<file path="config.mk">
export PLATFORM = sky130hd
export DESIGN_NAME = wb_prefetch_flat
export DESIGN_NICKNAME = d
export VERILOG_FILES = /design/src/rtl/wb_pkg.sv /design/src/rtl/wishbone_b3.sv /design/src/rtl/wb_prefetch_fifo.sv /design/src/rtl/wb_prefetch.sv /design/src/flat_wrapper.sv
export SDC_FILE = /design/constraint.sdc
export NUM_CORES = 1
export LEC_CHECK = 0
export ABC_CLOCK_PERIOD_IN_PS = 17460
export CAP_MARGIN = 30
export CORE_ASPECT_RATIO = 0.7
export CORE_UTILIZATION = 35
export CTS_BUF_LIST = sky130_fd_sc_hd__clkbuf_8
export CTS_CLUSTER_DIAMETER = 100
export CTS_CLUSTER_SIZE = 10
export DETAILED_ROUTE_END_ITERATION = 7
export GPL_TIMING_DRIVEN = 0
export PLACE_DENSITY_LB_ADDON = 0.08
export SLEW_MARGIN = 40
export SYNTH_ARGS = -nofsm -noshare
export SYNTH_HDL_FRONTEND = slang
export SYNTH_SLANG_ARGS = --single-unit
</file>
<file path="constraint.sdc">
create_clock -name clk -period 17.46 [get_ports clk]
set_clock_uncertainty 0.05 [all_clocks]
set_input_delay 1.746 -clock clk [delete_from_list [all_inputs] [get_ports clk]]
set_output_delay 1.746 -clock clk [all_outputs]
set_load 0.1 [all_outputs]
</file>
<file path="src/rtl/wb_pkg.sv">
// Shared Wishbone B3 constants and the prefetch controller state type.
package wb_pkg;

    localparam logic [2:0] CTI_CLASSIC = 3'b000;
    localparam logic [2:0] CTI_INCR    = 3'b010;
    localparam logic [2:0] CTI_EOB     = 3'b111;
    localparam logic [1:0] BTE_LINEAR  = 2'b00;

    typedef enum logic [1:0] {
        PF_IDLE,
        PF_BURST,
        PF_GAP,
        PF_ERROR
    } pf_state_e;

endpackage

</file>
<file path="src/rtl/wishbone_b3.sv">
// Wishbone B3 bus bundle for a read-only 32-bit master with burst tags.
interface wishbone_b3 #(
    parameter int unsigned ADDR_WIDTH = 32
);
    logic                  cyc;
    logic                  stb;
    logic                  we;
    logic [3:0]            sel;
    logic [2:0]            cti;
    logic [1:0]            bte;
    logic [ADDR_WIDTH-1:0] adr;
    logic [31:0]           dat_s2m;
    logic                  ack;
    logic                  err;
    logic                  rty;

    modport master (
        output cyc, stb, we, sel, cti, bte, adr,
        input  dat_s2m, ack, err, rty
    );

    modport slave (
        input  cyc, stb, we, sel, cti, bte, adr,
        output dat_s2m, ack, err, rty
    );
endinterface

</file>
<file path="src/rtl/wb_prefetch_fifo.sv">
// Synchronous FIFO with flush and a registered head entry.
module wb_prefetch_fifo #(
    parameter int unsigned WIDTH = 64,
    parameter int unsigned DEPTH = 8
) (
    input  logic                       clk_i,
    input  logic                       rst_ni,
    input  logic                       push_i,
    input  logic                       pop_i,
    input  logic                       flush_i,
    input  logic [WIDTH-1:0]           wdata_i,
    output logic [WIDTH-1:0]           head_o,
    output logic                       valid_o,
    output logic [$clog2(DEPTH):0]     count_o
);
    localparam int unsigned AW = $clog2(DEPTH);
    localparam int unsigned CW = AW + 1;

    logic [WIDTH-1:0] mem_q [DEPTH];
    logic [AW-1:0]    wr_ptr_q, rd_ptr_q, rd_ptr_d;
    logic [CW-1:0]    count_q, count_d;
    logic [WIDTH-1:0] head_q, head_d;
    logic             valid_q, valid_d;
    logic             do_pop;

    always_comb begin
        do_pop   = pop_i & valid_q;
        rd_ptr_d = rd_ptr_q + AW'(do_pop);
        count_d  = count_q + CW'(push_i) - CW'(do_pop);
        head_d   = mem_q[rd_ptr_d];
        // Nothing left behind the popped entry: the word being pushed becomes the head.
        if (count_q == CW'(do_pop)) begin
            head_d = wdata_i;
        end
        valid_d  = (count_d != '0);
    end

    always_ff @(posedge clk_i) begin
        if (push_i && !flush_i) begin
            mem_q[wr_ptr_q] <= wdata_i;
        end
    end

    always_ff @(posedge clk_i) begin
        if (!rst_ni || flush_i) begin
            wr_ptr_q <= '0;
            rd_ptr_q <= '0;
            count_q  <= '0;
            head_q   <= '0;
            valid_q  <= 1'b0;
        end else begin
            if (push_i) begin
                wr_ptr_q <= wr_ptr_q + AW'(1);
            end
            rd_ptr_q <= rd_ptr_d;
            count_q  <= count_d;
            head_q   <= head_d;
            valid_q  <= valid_d;
        end
    end

    assign head_o  = head_q;
    assign valid_o = valid_q;
    assign count_o = count_q;

endmodule

</file>
<file path="src/rtl/wb_prefetch.sv">
// Wishbone B3 burst prefetcher: streams sequential words from a ROM into a
// small FIFO, reserving a full burst of space before each burst starts.
module wb_prefetch
    import wb_pkg::*;
#(
    parameter int unsigned ADDR_WIDTH = 32,
    parameter int unsigned FIFO_DEPTH = 8,
    parameter int unsigned BURST_LEN  = 4
) (
    input  logic                  clk,
    input  logic                  rst,
    wishbone_b3.master            bus,
    input  logic                  enable,
    input  logic                  redirect,
    input  logic [ADDR_WIDTH-1:0] redirect_addr,
    output logic [31:0]           rd_data,
    output logic [ADDR_WIDTH-1:0] rd_addr,
    output logic                  rd_valid,
    input  logic                  rd_ready,
    output logic                  busy,
    output logic                  error
);
    localparam int unsigned CW = $clog2(FIFO_DEPTH) + 1;
    localparam int unsigned BW = $clog2(BURST_LEN);
    localparam logic [BW-1:0] LAST_BEAT = BW'(BURST_LEN - 1);
    localparam logic [CW-1:0] DEPTH_C   = CW'(FIFO_DEPTH);
    localparam logic [CW-1:0] BURST_C   = CW'(BURST_LEN);

    pf_state_e             state_q;
    logic [ADDR_WIDTH-1:0] fetch_q;
    logic [BW-1:0]         beat_q;
    logic [CW-1:0]         pending_q;
    logic                  cyc_q;
    logic [2:0]            cti_q;
    logic                  error_q;

    logic [CW-1:0]              count;
    logic [CW-1:0]              free_slots;
    logic                       can_start;
    logic                       beat_ok;
    logic [ADDR_WIDTH+31:0]     head;

    assign free_slots = DEPTH_C - count - pending_q;
    assign can_start  = enable && !error_q && (free_slots >= BURST_C);
    assign beat_ok    = (state_q == PF_BURST) && bus.ack && !bus.err && !redirect;

    wb_prefetch_fifo #(
        .WIDTH (ADDR_WIDTH + 32),
        .DEPTH (FIFO_DEPTH)
    ) u_fifo (
        .clk_i   (clk),
        .rst_ni  (rst),
        .push_i  (beat_ok),
        .pop_i   (rd_ready),
        .flush_i (redirect),
        .wdata_i ({fetch_q, bus.dat_s2m}),
        .head_o  (head),
        .valid_o (rd_valid),
        .count_o (count)
    );

    assign {rd_addr, rd_data} = head;

    always_ff @(posedge clk) begin
        if (!rst) begin
            state_q   <= PF_IDLE;
            fetch_q   <= '0;
            beat_q    <= '0;
            pending_q <= '0;
            cyc_q     <= 1'b0;
            cti_q     <= CTI_CLASSIC;
            error_q   <= 1'b0;
        end else if (redirect) begin
            fetch_q   <= {redirect_addr[ADDR_WIDTH-1:2], 2'b00};
            beat_q    <= '0;
            pending_q <= '0;
            cyc_q     <= 1'b0;
            cti_q     <= CTI_CLASSIC;
            error_q   <= 1'b0;
            state_q   <= (state_q == PF_BURST) ? PF_GAP : PF_IDLE;
        end else begin
            unique case (state_q)
                // GAP evaluates the start condition itself so back-to-back
                // bursts are separated by exactly one idle cycle.
                PF_IDLE, PF_GAP: begin
                    if (can_start) begin
                        state_q   <= PF_BURST;
                        cyc_q     <= 1'b1;
                        cti_q     <= CTI_INCR;
                        beat_q    <= '0;
                        pending_q <= BURST_C;
                    end else begin
                        state_q   <= PF_IDLE;
                    end
                end
                PF_BURST: begin
                    if (bus.err) begin
                        cyc_q     <= 1'b0;
                        cti_q     <= CTI_CLASSIC;
                        pending_q <= '0;
                        error_q   <= 1'b1;
                        state_q   <= PF_ERROR;
                    end else if (bus.ack) begin
                        fetch_q   <= fetch_q + ADDR_WIDTH'(4);
                        beat_q    <= beat_q + BW'(1);
                        pending_q <= pending_q - CW'(1);
                        if (beat_q == LAST_BEAT) begin
                            cyc_q   <= 1'b0;
                            cti_q   <= CTI_CLASSIC;
                            state_q <= PF_GAP;
                        end else if (beat_q + BW'(1) == LAST_BEAT) begin
                            cti_q   <= CTI_EOB;
                        end
                    end else if (bus.rty) begin
                        cyc_q     <= 1'b0;
                        cti_q     <= CTI_CLASSIC;
                        pending_q <= '0;
                        beat_q    <= '0;
                        state_q   <= PF_GAP;
                    end
                end
                PF_ERROR: state_q <= PF_ERROR;
                default:  state_q <= PF_IDLE;
            endcase
        end
    end

    assign bus.cyc = cyc_q;
    assign bus.stb = cyc_q;
    assign bus.we  = 1'b0;
    assign bus.sel = 4'b1111;
    assign bus.cti = cti_q;
    assign bus.bte = BTE_LINEAR;
    assign bus.adr = fetch_q;
    assign busy    = cyc_q;
    assign error   = error_q;

endmodule
</file>
<file path="src/flat_wrapper.sv">
// flat-port wrapper written by rule: the top's interface ports become plain ports
module wb_prefetch_flat import wb_pkg::*;
#(
    parameter int unsigned ADDR_WIDTH = 32,
    parameter int unsigned FIFO_DEPTH = 8,
    parameter int unsigned BURST_LEN  = 4
)
  (clk, rst, enable, redirect, redirect_addr, rd_data, rd_addr, rd_valid, rd_ready, busy, error, bus_cyc, bus_stb, bus_we, bus_sel, bus_cti, bus_bte, bus_adr, bus_dat_s2m, bus_ack, bus_err, bus_rty);
  wishbone_b3 #(.ADDR_WIDTH(ADDR_WIDTH)) bus_i ();
  input  logic clk;
  input  logic rst;
  input  logic enable;
  input  logic redirect;
  input  logic [ADDR_WIDTH-1:0] redirect_addr;
  output logic [31:0] rd_data;
  output logic [ADDR_WIDTH-1:0] rd_addr;
  output logic rd_valid;
  input  logic rd_ready;
  output logic busy;
  output logic error;
  output wire logic [$bits(bus_i.cyc)-1:0] bus_cyc;
  output wire logic [$bits(bus_i.stb)-1:0] bus_stb;
  output wire logic [$bits(bus_i.we)-1:0] bus_we;
  output wire logic [$bits(bus_i.sel)-1:0] bus_sel;
  output wire logic [$bits(bus_i.cti)-1:0] bus_cti;
  output wire logic [$bits(bus_i.bte)-1:0] bus_bte;
  output wire logic [$bits(bus_i.adr)-1:0] bus_adr;
  input wire logic [$bits(bus_i.dat_s2m)-1:0] bus_dat_s2m;
  input wire logic [$bits(bus_i.ack)-1:0] bus_ack;
  input wire logic [$bits(bus_i.err)-1:0] bus_err;
  input wire logic [$bits(bus_i.rty)-1:0] bus_rty;
  assign bus_cyc = bus_i.cyc;
  assign bus_stb = bus_i.stb;
  assign bus_we = bus_i.we;
  assign bus_sel = bus_i.sel;
  assign bus_cti = bus_i.cti;
  assign bus_bte = bus_i.bte;
  assign bus_adr = bus_i.adr;
  assign bus_i.dat_s2m = bus_dat_s2m;
  assign bus_i.ack = bus_ack;
  assign bus_i.err = bus_err;
  assign bus_i.rty = bus_rty;
  wb_prefetch #(.ADDR_WIDTH(ADDR_WIDTH), .FIFO_DEPTH(FIFO_DEPTH), .BURST_LEN(BURST_LEN)) u_core (.clk(clk), .rst(rst), .bus(bus_i), .enable(enable), .redirect(redirect), .redirect_addr(redirect_addr), .rd_data(rd_data), .rd_addr(rd_addr), .rd_valid(rd_valid), .rd_ready(rd_ready), .busy(busy), .error(error));
endmodule
</file>
# After elaboration in Yosys (flattened, before gate mapping)

Memories as Yosys holds them, arrays and structs flattened.
Cells that the tools add are included.

$add $sub $neg: 9
Multiply operators: 0
Div/mod/pow operators: 0
Magnitude comparators: 1
Eq/ne operators: 15
Shift operators: 0
Mux-type cells: 38
Bitwise logic cells: 3
Reduce and logical (&&, ||, !) cells: 26

Operator list:

| kind                    | number |
|---|---|
| $mux W32                | 4 |
| $mux W64                | 1 |
| $add A32 B3 Y32 const B | 1 |
| $mux W2                 | 10 |
| $mux W3                 | 6 |
| $mux W4                 | 4 |
| $ne A5 B5 Y1 const B    | 3 |
| $reduce_and A4 Y1       | 3 |
| $reduce_and A3 Y1       | 3 |
| $eq A2 B2 Y1 const B    | 4 |
| $mux W1                 | 8 |
| $ne A4 B4 Y1 const B    | 2 |
| $pmux W4 S2             | 1 |
| $logic_and A1 B1 Y1     | 6 |
| $pmux W2 S3             | 1 |
| $pmux W3 S2             | 1 |
| $reduce_bool A2 Y1      | 3 |
| $add A4 B1 Y4           | 1 |
| $eq A4 B1 Y1            | 1 |
| $ge A4 B3 Y1 const B    | 1 |
| $logic_not A1 Y1        | 4 |
| $ne A2 B2 Y1 const B    | 2 |
| $pmux W2 S2             | 1 |
| $reduce_and A2 Y1       | 2 |
| 17 further kinds        | 19 |

Bits in registers: 120
Bits in latches: 0
Bits in writable memories: 512
ROM bits: 0
Input bits: 72
Word-level logic and storage cells: 106
Memories kept: 1

Memories:

| name                | words | bits a word | rd ports | clocked after Yosys merged registers in | wr ports | RTL line               | RTL |
|---|---|---|---|---|---|---|---|
| u_core.u_fifo.mem_q | 8     | 64          | 1        | 0                                       | 1        | wb_prefetch_fifo.sv:19 | `logic [WIDTH-1:0] mem_q [DEPTH];` |

# Depth between registers and ports, before layout

Gate-level depths: netlist (run 1).

Depth after elaboration: 7
Mapped depth: 12
Depth with buffers taken out: 11

# Cells and area by module

Synthesis (run 1) repeated with hierarchy kept, for this count alone.

Cell total of the unflattened synthesis: 1319
Area total of the unflattened synthesis: 23849.1 um^2

Modules (own cells, without submodules):

| module           | instances | cells each | area each (um^2) | sequential area each (um^2) |
|---|---|---|---|---|
| wb_prefetch_fifo | 1         | 1014       | 21419.3          | 16876.2 |
| wb_prefetch      | 1         | 305        | 2429.8           | 840.8 |

# Worst setup path before layout (run 1)

OpenSTA, ideal clock, no wires.

Path kind: input port to flip-flop
From: in bus_err
To: mem u_core.u_fifo.mem_q[0][0], enable pin
Arrival: 8.253 ns
Data required time: 16.775 ns
Slack: 8.522 ns
Stages: 4
Path buffers: 1
Cells stage by stage: buf_2 > nor3_2 > inv_2 > nor4_1

Longest elaborated chain between the ends: 6

Ends and longest elaborated chain:

| item                              | RTL line               | RTL |
|---|---|---|
| start, declared                   | flat_wrapper.sv:30     | `input wire logic [$bits(bus_i.err)-1:0] bus_err;` |
| $logic_not A1 Y1                  | wb_prefetch.sv:45      | `assign beat_ok = (state_q == PF_BURST) && bus.ack && !bus.err && !redirect;` |
| $logic_and A1 B1 Y1 (2 in series) | wb_prefetch.sv:45      |  |
| $logic_and A1 B1 Y1               | wb_prefetch_fifo.sv:39 | `if (push_i && !flush_i) begin` |
| $mux W1                           | wb_prefetch_fifo.sv:39 |  |
| $mux W1 (not written as such)     | wb_prefetch_fifo.sv:40 | `mem_q[wr_ptr_q] <= wdata_i;` |
| end, declared                     | wb_prefetch_fifo.sv:19 |  |

Every way passes these cells.

# Worst setup path in the final report (run 1)

From: in bus_ack
To: mem u_core.u_fifo.mem_q[0][23], enable pin

Longest elaborated chain between the ends: 6

Ends and longest elaborated chain:

| item                              | RTL line               | RTL |
|---|---|---|
| start, declared                   | flat_wrapper.sv:29     | `input wire logic [$bits(bus_i.ack)-1:0] bus_ack;` |
| $logic_and A1 B1 Y1 (3 in series) | wb_prefetch.sv:45      |  |
| $logic_and A1 B1 Y1               | wb_prefetch_fifo.sv:39 |  |
| $mux W1                           | wb_prefetch_fifo.sv:39 |  |
| $mux W1 (not written as such)     | wb_prefetch_fifo.sv:40 |  |

Every way passes these cells.

==> results of run 1 <==
==> power groups by stage <==
| stage | Combinational, W | Sequential (W) | Clock (W) |
|---|---|---|---|
| 6_report | 0.000638 | 0.00164 | 0.000921 |
| 5_1_grt | 0.000678 | 0.00165 | 0.00101 |
| 4_1_cts | 0.000644 | 0.00164 | 0.000955 |
| 3_5_place_dp | 0.000642 | 0.00168 | 0 |
| 3_3_place_gp | 0.000672 | 0.00168 | 0 |
| 2_1_floorplan | 0.000248 | 0.00187 | 0 |
==> state kept, by name, summed over array words and instances (netlist names), 2 cells and up <==
register	cells
u_core.u_fifo.head_o	62
u_core.u_fifo.mem_q	496
u_core.state_q	2
u_core.u_fifo.rd_ptr_q	3
u_core.u_fifo.count_o	4
u_core.beat_q	2
u_core.bus.cti	2
u_core.bus.adr	30
u_core.pending_q	4
u_core.u_fifo.wr_ptr_q	3
==> layout make-up <==
cell class                 count  area [sq um]  share of cell area
timing repair buffer         250          1900              0.0677
clock inverter                57           231             0.00827
clock buffer                  74          1020              0.0364
tap                          891          1110              0.0398
buffer                       100           523              0.0187
inverter                      16          60.1             0.00215
sequential                   611         17200               0.614
multi-input combinational    720          5950               0.213
==> cells by family (layout without fill, tap and decap cells) <==
kind of cell / Yosys count / after routing / share of synthesized area
flip-flops: 611 / 611 / 0.727
AO/OA/AOI/OAI: 267 / 267 / 0.0699
AND/OR/NAND/NOR: 206 / 206 / 0.0443
multiplexers: 188 / 188 / 0.112
buffers and inverters: 116 / 497 / 0.0247
XOR/XNOR: 32 / 32 / 0.0122
adder cells (fa/ha/maj): 16 / 16 / 0.00910
other: 2 / 11 / 0.000318
==> how the worst max path moves through the flow <==
stage,endpoint,slack (ns),cells past startpoint
after global placement,u_core.u_fifo.mem_q[0][20],1.66,5
final,u_core.u_fifo.mem_q[0][23],12.76,11
after floorplan,u_core.u_fifo.mem_q[0][0],8.52,4
after CTS,u_core.u_fifo.mem_q[0][23],12.84,11
after detailed placement,u_core.u_fifo.mem_q[0][20],12.13,11
after global routing,u_core.u_fifo.mem_q[0][23],12.64,11
==> synthesized netlist by cell type (all sizes together), types with 2 or more instances <==
| library cell | number | share of area |
|---|---|---|
| o21ai | 152 | 0.032 |
| nor4 | 8 | 0.0029 |
| edfxtp | 496 | 0.63 |
| xnor2 | 14 | 0.0052 |
| nand4b | 2 | 0.00074 |
| dfxtp | 115 | 0.097 |
| xor2 | 18 | 0.0070 |
| nor2 | 20 | 0.0032 |
| ha | 14 | 0.0074 |
| a211oi | 3 | 0.00095 |
| or3 | 4 | 0.0011 |
| inv | 16 | 0.0025 |
| conb | 2 | 0.00032 |
| mux4 | 62 | 0.059 |
| nor2b | 2 | 0.00064 |
| nand2b | 6 | 0.0016 |
| and4 | 7 | 0.0026 |
| buf | 56 | 0.015 |
| nand4 | 11 | 0.0032 |
| nor3b | 2 | 0.00063 |
| nand2 | 93 | 0.015 |
| and3 | 5 | 0.0013 |
| o221ai | 62 | 0.023 |
| nand3 | 15 | 0.0032 |
| and2 | 11 | 0.0029 |
| a21oi | 29 | 0.0061 |
| fa | 2 | 0.0017 |
| o211ai | 7 | 0.0024 |
| o211a | 5 | 0.0021 |
| clkbuf | 44 | 0.0070 |
| mux2i | 125 | 0.053 |
| nor3 | 13 | 0.0030 |
==> per-stage QoR <==
stage	utilization	hold slack [ns]	instance area, sq um	setup WS, ns
after detailed placement	0.401	0.444	26700	12.13
after floorplan	-	0.418	23700	8.52
after global routing	0.420	0.498	28000	12.64
after CTS	0.420	0.456	28000	12.84
final	0.420	0.455	28000	12.76
after global placement	0.397	0.431	26500	1.66
==> per-layer routing <==
metal  routed length (um)  share of wire
met5                    0              0
met4                 1060          0.017
met3                 2440          0.039
met2                27600           0.44
met1                32300           0.51
==> critical path: stages <==
cell and delay (ns):
clkdlybuf4s50_1 0.66, nand3b_1 0.21, nor3_2 0.54, inv_2 0.25, nor4_2 0.38, buf_2 0.28, buf_4 0.17, buf_2 0.17
buf_2 0.20, buf_2 0.21, buf_2 0.19
==> impl_metrics.yaml, run 1 <==
worst_setup_path:
  crit_path_start: "bus_ack"
  reg2reg_to: "u_core.u_fifo.mem_q[0][23]"
  r2r_slack_ns: 14.05
  r2r_start: "u_core.state_q[0]"
  reg2reg_depth: 11
  arrival_ns: 5.01
  crit_path_end_kind: "flop"
  setup.worst_path.start_class: "input port"
  worstPathMaxFanout: 8
  crit_required_ns: 17.77
  critPathKind: "input port to flop"
detailed_routing:
  drt_wl_total_mm: 63.4
  drt-initial-drc-count: 1063
  via_per_inst: 5.04
  drt_first_pass_iters: 5
  ant_nets: 0
  wl_per_cell_um: 23.3
  vias: 13700
  drc_errors: 0
floorplan:
  row_count: 79
  die_w_um: 313
  pin_count: 183
  dieArea_sq_mm: 0.0686
  die_h_um: 219
  start_util: 0.355
  core_region_area_sq_mm: 0.0666
power:
  p_per_area_mw_per_mm2: 114
  power_w: 0.00320
  p_leak_nw: 9.35
  internal_power_w: 0.00215
  p_switching_w: 0.00105
  p_seq_frac: 0.513
  vdd_ir_drop_max_mv: 0.0569
  combPwrFrac: 0.199
  switching_share: 0.327
  clockPowerShare: 0.288
yosys:
  syn_area_per_cell_sq_um: 16.4
  synth_area_sq_mm: 0.0237
  async_flop_share: 0
  yosysSeqAreaShare: 0.727
  syn-instance-count: 1438
  synth_warnings: 0
  synth_cell_types: 60
  ys_ff_latch: 611
  synth_ff_type: "edfxtp_1"
  synth_edf_count: 496
clock_network:
  cts_sinks: 611
  cts_root_buf: "clkbuf_8"
  htreeDepth: 3
  numCtsBuffers: 71
  cts_resized: 0
  post_cts.repair.setup_buffers: 0
  cts.reportedPaths.clkPinSlew_ns: 0.08
  clk_latency_ns: 0.66
  hold_buffers: 0
  tritoncts: "yes"
  clockBufferDepth: 3
sta:
  drv_slew: 0
  fmax_mhz: 213
  hold_viol: 0
  period_share: 0.269
  setup_viol: 0
  worst_pin_slew_ns: 0.776
  relSlewSlack: 0.483
  rsz0062_at_grt: "false"
  period_minus_slack_ns: 4.70
  tns_ns: 0
cells_and_area:
  drive_gt1_frac: 0.216
  fin_cells: 2719
  layout_commonest_cell: "edfxtp_1"
  final_cell_mix: "edfxtp_1 (496), buf_2 (152), o21ai_1 (131), mux2i_1 (125), dfxtp_1 (115)"
  nets: 1858
  area_delta_synth_final_pct: 18.4
  diodes: 0
  fillers: 6174
placed_design:
  hpwl_mm: 43.5
  place_congestion: 0.762
  numPortBuffers: 167
  place_inst: 2588
global_route:
  grt_max_degree: 18
  grt_pass1_vias: 13900
  grt_overflow: 0
  track_usage: 0.185
  top_usage_layer: "met1"
  grt_pass1_wl_mm: 93.9
  antenna_found_initial: 1
  grt_use_met2: 0.274
  use_met1: 0.283
  grtUsageMet3: 0.0289
hold_path:
  worstHoldStart: "u_core.beat_q[1]"
  holdCritPathClass: "flop to flop"
  holdPathStages: 2
  holdPathEnd: "u_core.beat_q[1]"
status:
  status: "completed"
flow_run:
  drv_cap: 0
Note: power is estimated with default switching activity, not from simulation.
==> run 2, diff against run 1 <==
- ABC_CLOCK_PERIOD_IN_PS: 17460 -> 4400
- clock period: 17.46 -> 4.4 ns (I/O delays scaled with it)
==> impl_metrics.yaml, run 2 (same netlist as run 1, synthesis figures left out) <==
status:
  status: "completed"
detailed_routing:
  drt_first_pass_iters: 5
  wl_per_cell_um: 23.0
  vias: 13600
  drt-initial-drc-count: 903
  drc_errors: 0
  via_per_inst: 5.03
  drt_wl_total_mm: 62.2
  ant_nets: 0
floorplan:
  die_w_um: 313
  die_h_um: 219
  core_region_area_sq_mm: 0.0666
  start_util: 0.355
  pin_count: 183
  dieArea_sq_mm: 0.0686
  row_count: 79
sta:
  tns_ns: 0
  fmax_mhz: 293
  drv_slew: 0
  relSlewSlack: 0.475
  fin_ws_ns: 0.989
  period_minus_slack_ns: 3.41
  period_share: 0.775
  hold_viol: 0
  worst_pin_slew_ns: 0.788
  setup_viol: 0
  rsz0062_at_grt: "false"
global_route:
  track_usage: 0.182
  grt_overflow: 0
  grt_pass1_vias: 13700
  antenna_found_initial: 0
  grt_max_degree: 18
  grt_pass1_wl_mm: 92.3
cells_and_area:
  area_delta_synth_final_pct: 18.4
  final_cell_mix: "edfxtp_1 (496), buf_2 (140), o21ai_1 (131), mux2i_1 (125), dfxtp_1 (115)"
  layout_commonest_cell: "edfxtp_1"
  nets: 1846
  top_register: "u_core.u_fifo.mem_q"
  drive_gt1_frac: 0.210
  final_cell_area_sq_mm: 0.0280
  largest_register_ff_count: 496
  diodes: 0
worst_setup_path:
  setup.worst_path.start_class: "flop"
  critPathMaxStageDelay_ns: 0.54
  critPathKind: "flop to flop"
  path_depth: 12
  endpoint: "u_core.u_fifo.valid_o"
  arrival_ns: 3.87
  r2r_start: "u_core.state_q[0]"
  worstPathMaxFanout: 10
  crit_path_start: "u_core.state_q[0]"
  r2r_slack_ns: 0.99
  cp_top_family: "simple AND/OR/NAND/NOR gates"
  cp_slowest_cell: "or4_1"
  crit_required_ns: 4.86
  crit_path_end_kind: "flop"
  crit_path_cell_trace: "buf_2 > nand3b_1 > nor3_2 > inv_2 > ha_1 > inv_1 > ha_1 > inv_1 > fa_1 > xor2_1 > nor2_1 > or4_1"
  reg2reg_depth: 12
  cp_num_buf_inv: 4
  reg2reg_to: "u_core.u_fifo.valid_o"
power:
  combPwrFrac: 0.200
  clockPowerShare: 0.285
  vdd_ir_drop_max_mv: 0.226
  switching_share: 0.324
  internal_power_w: 0.00855
  p_leak_nw: 9.29
  p_per_area_mw_per_mm2: 452
  power_w: 0.0127
  p_switching_w: 0.00410
  p_seq_frac: 0.515
clock_network:
  cts_resized: 0
  hold_buffers: 0
  cts.reportedPaths.clkPinSlew_ns: 0.08
  numCtsBuffers: 71
  clk_latency_ns: 0.66
  htreeDepth: 3
  tritoncts: "yes"
  cts_sinks: 611
  post_cts.repair.setup_buffers: 0
  clockBufferDepth: 3
  cts_root_buf: "clkbuf_8"
hold_path:
  holdCritPathClass: "input port to flop"
  holdPathStages: 3
placed_design:
  place_area_sq_mm: 0.0268
  hpwl_mm: 42.8
  post-place-ws_ns: 0.397
  place_congestion: 0.755
  numPortBuffers: 167
flow_run:
  drv_cap: 0
==> run 2: cell types whose count changed in the layout (fill, tap and decap cells not counted), sizes merged <==
cell  delta
buf     -12
==> run 2: worst min-delay path by stage <==
stage / slack [ns] / endpoint / startpoint
after global placement: 0.43 / u_core.beat_q[1] / u_core.beat_q[1]
after floorplan: 0.42 / u_core.beat_q[1] / u_core.beat_q[1]
after global routing: 0.06 / u_core.bus.adr[10] / rst
final: 0.06 / u_core.bus.adr[10] / rst
after CTS: 0.01 / u_core.bus.adr[10] / rst
after detailed placement: 0.43 / u_core.bus.cti[1] / u_core.bus.cti[1]
==> run 2: final cells by class <==
class | count | area [sq um]
repair buffers | 238 | 1900
fillers | 6138 | 38600
flip-flops and latches | 611 | 17200
clock buffers | 74 | 1020
inverters | 16 | 60.1
plain buffers | 100 | 523
multi-input cells | 720 | 5970
well taps | 891 | 1110
clock inverters | 57 | 231
==> run 2: power groups by stage <==
stage / combinational, W / clock, W / sequential (W)
2_1_floorplan: 0.000984 / 0 / 0.00744
3_3_place_gp: 0.00267 / 0 / 0.00665
3_5_place_dp: 0.00255 / 0 / 0.00665
4_1_cts: 0.00256 / 0.00376 / 0.00652
5_1_grt: 0.00269 / 0.00397 / 0.00653
6_report: 0.00253 / 0.00361 / 0.00651
==> run 2: layer usage <==
layer,global-route usage,routed length (um),up-vias,share of wire
met5,0,0,-,0
met1,0.279,31400,6993,0.50
li1,-,-,6258,-
met2,0.269,27100,303,0.43
met4,0.0434,1070,0,0.017
met3,0.0282,2700,74,0.043
==> run 2: through the flow <==
stage | hold WS [ns] | std cells | utilization
3_3_place_gp | 0.432 | 2505 | 0.397
4_1_cts | 0.0121 | 2707 | 0.420
6_report | 0.0612 | 2707 | 0.420
5_1_grt | 0.0592 | 2707 | 0.420
3_5_place_dp | 0.434 | 2576 | 0.402
2_1_floorplan | 0.418 | 1447 | -
==> run 2: worst register-to-register path, cell delays in order, from the launching register on <==
cell and delay [ns]:
dfxtp_1 0.31, buf_2 0.19, nand3b_1 0.17, nor3_2 0.52, inv_2 0.25, ha_1 0.34
inv_1 0.06, ha_1 0.16, inv_1 0.06, fa_1 0.38, xor2_1 0.16, nor2_1 0.06
or4_1 0.54
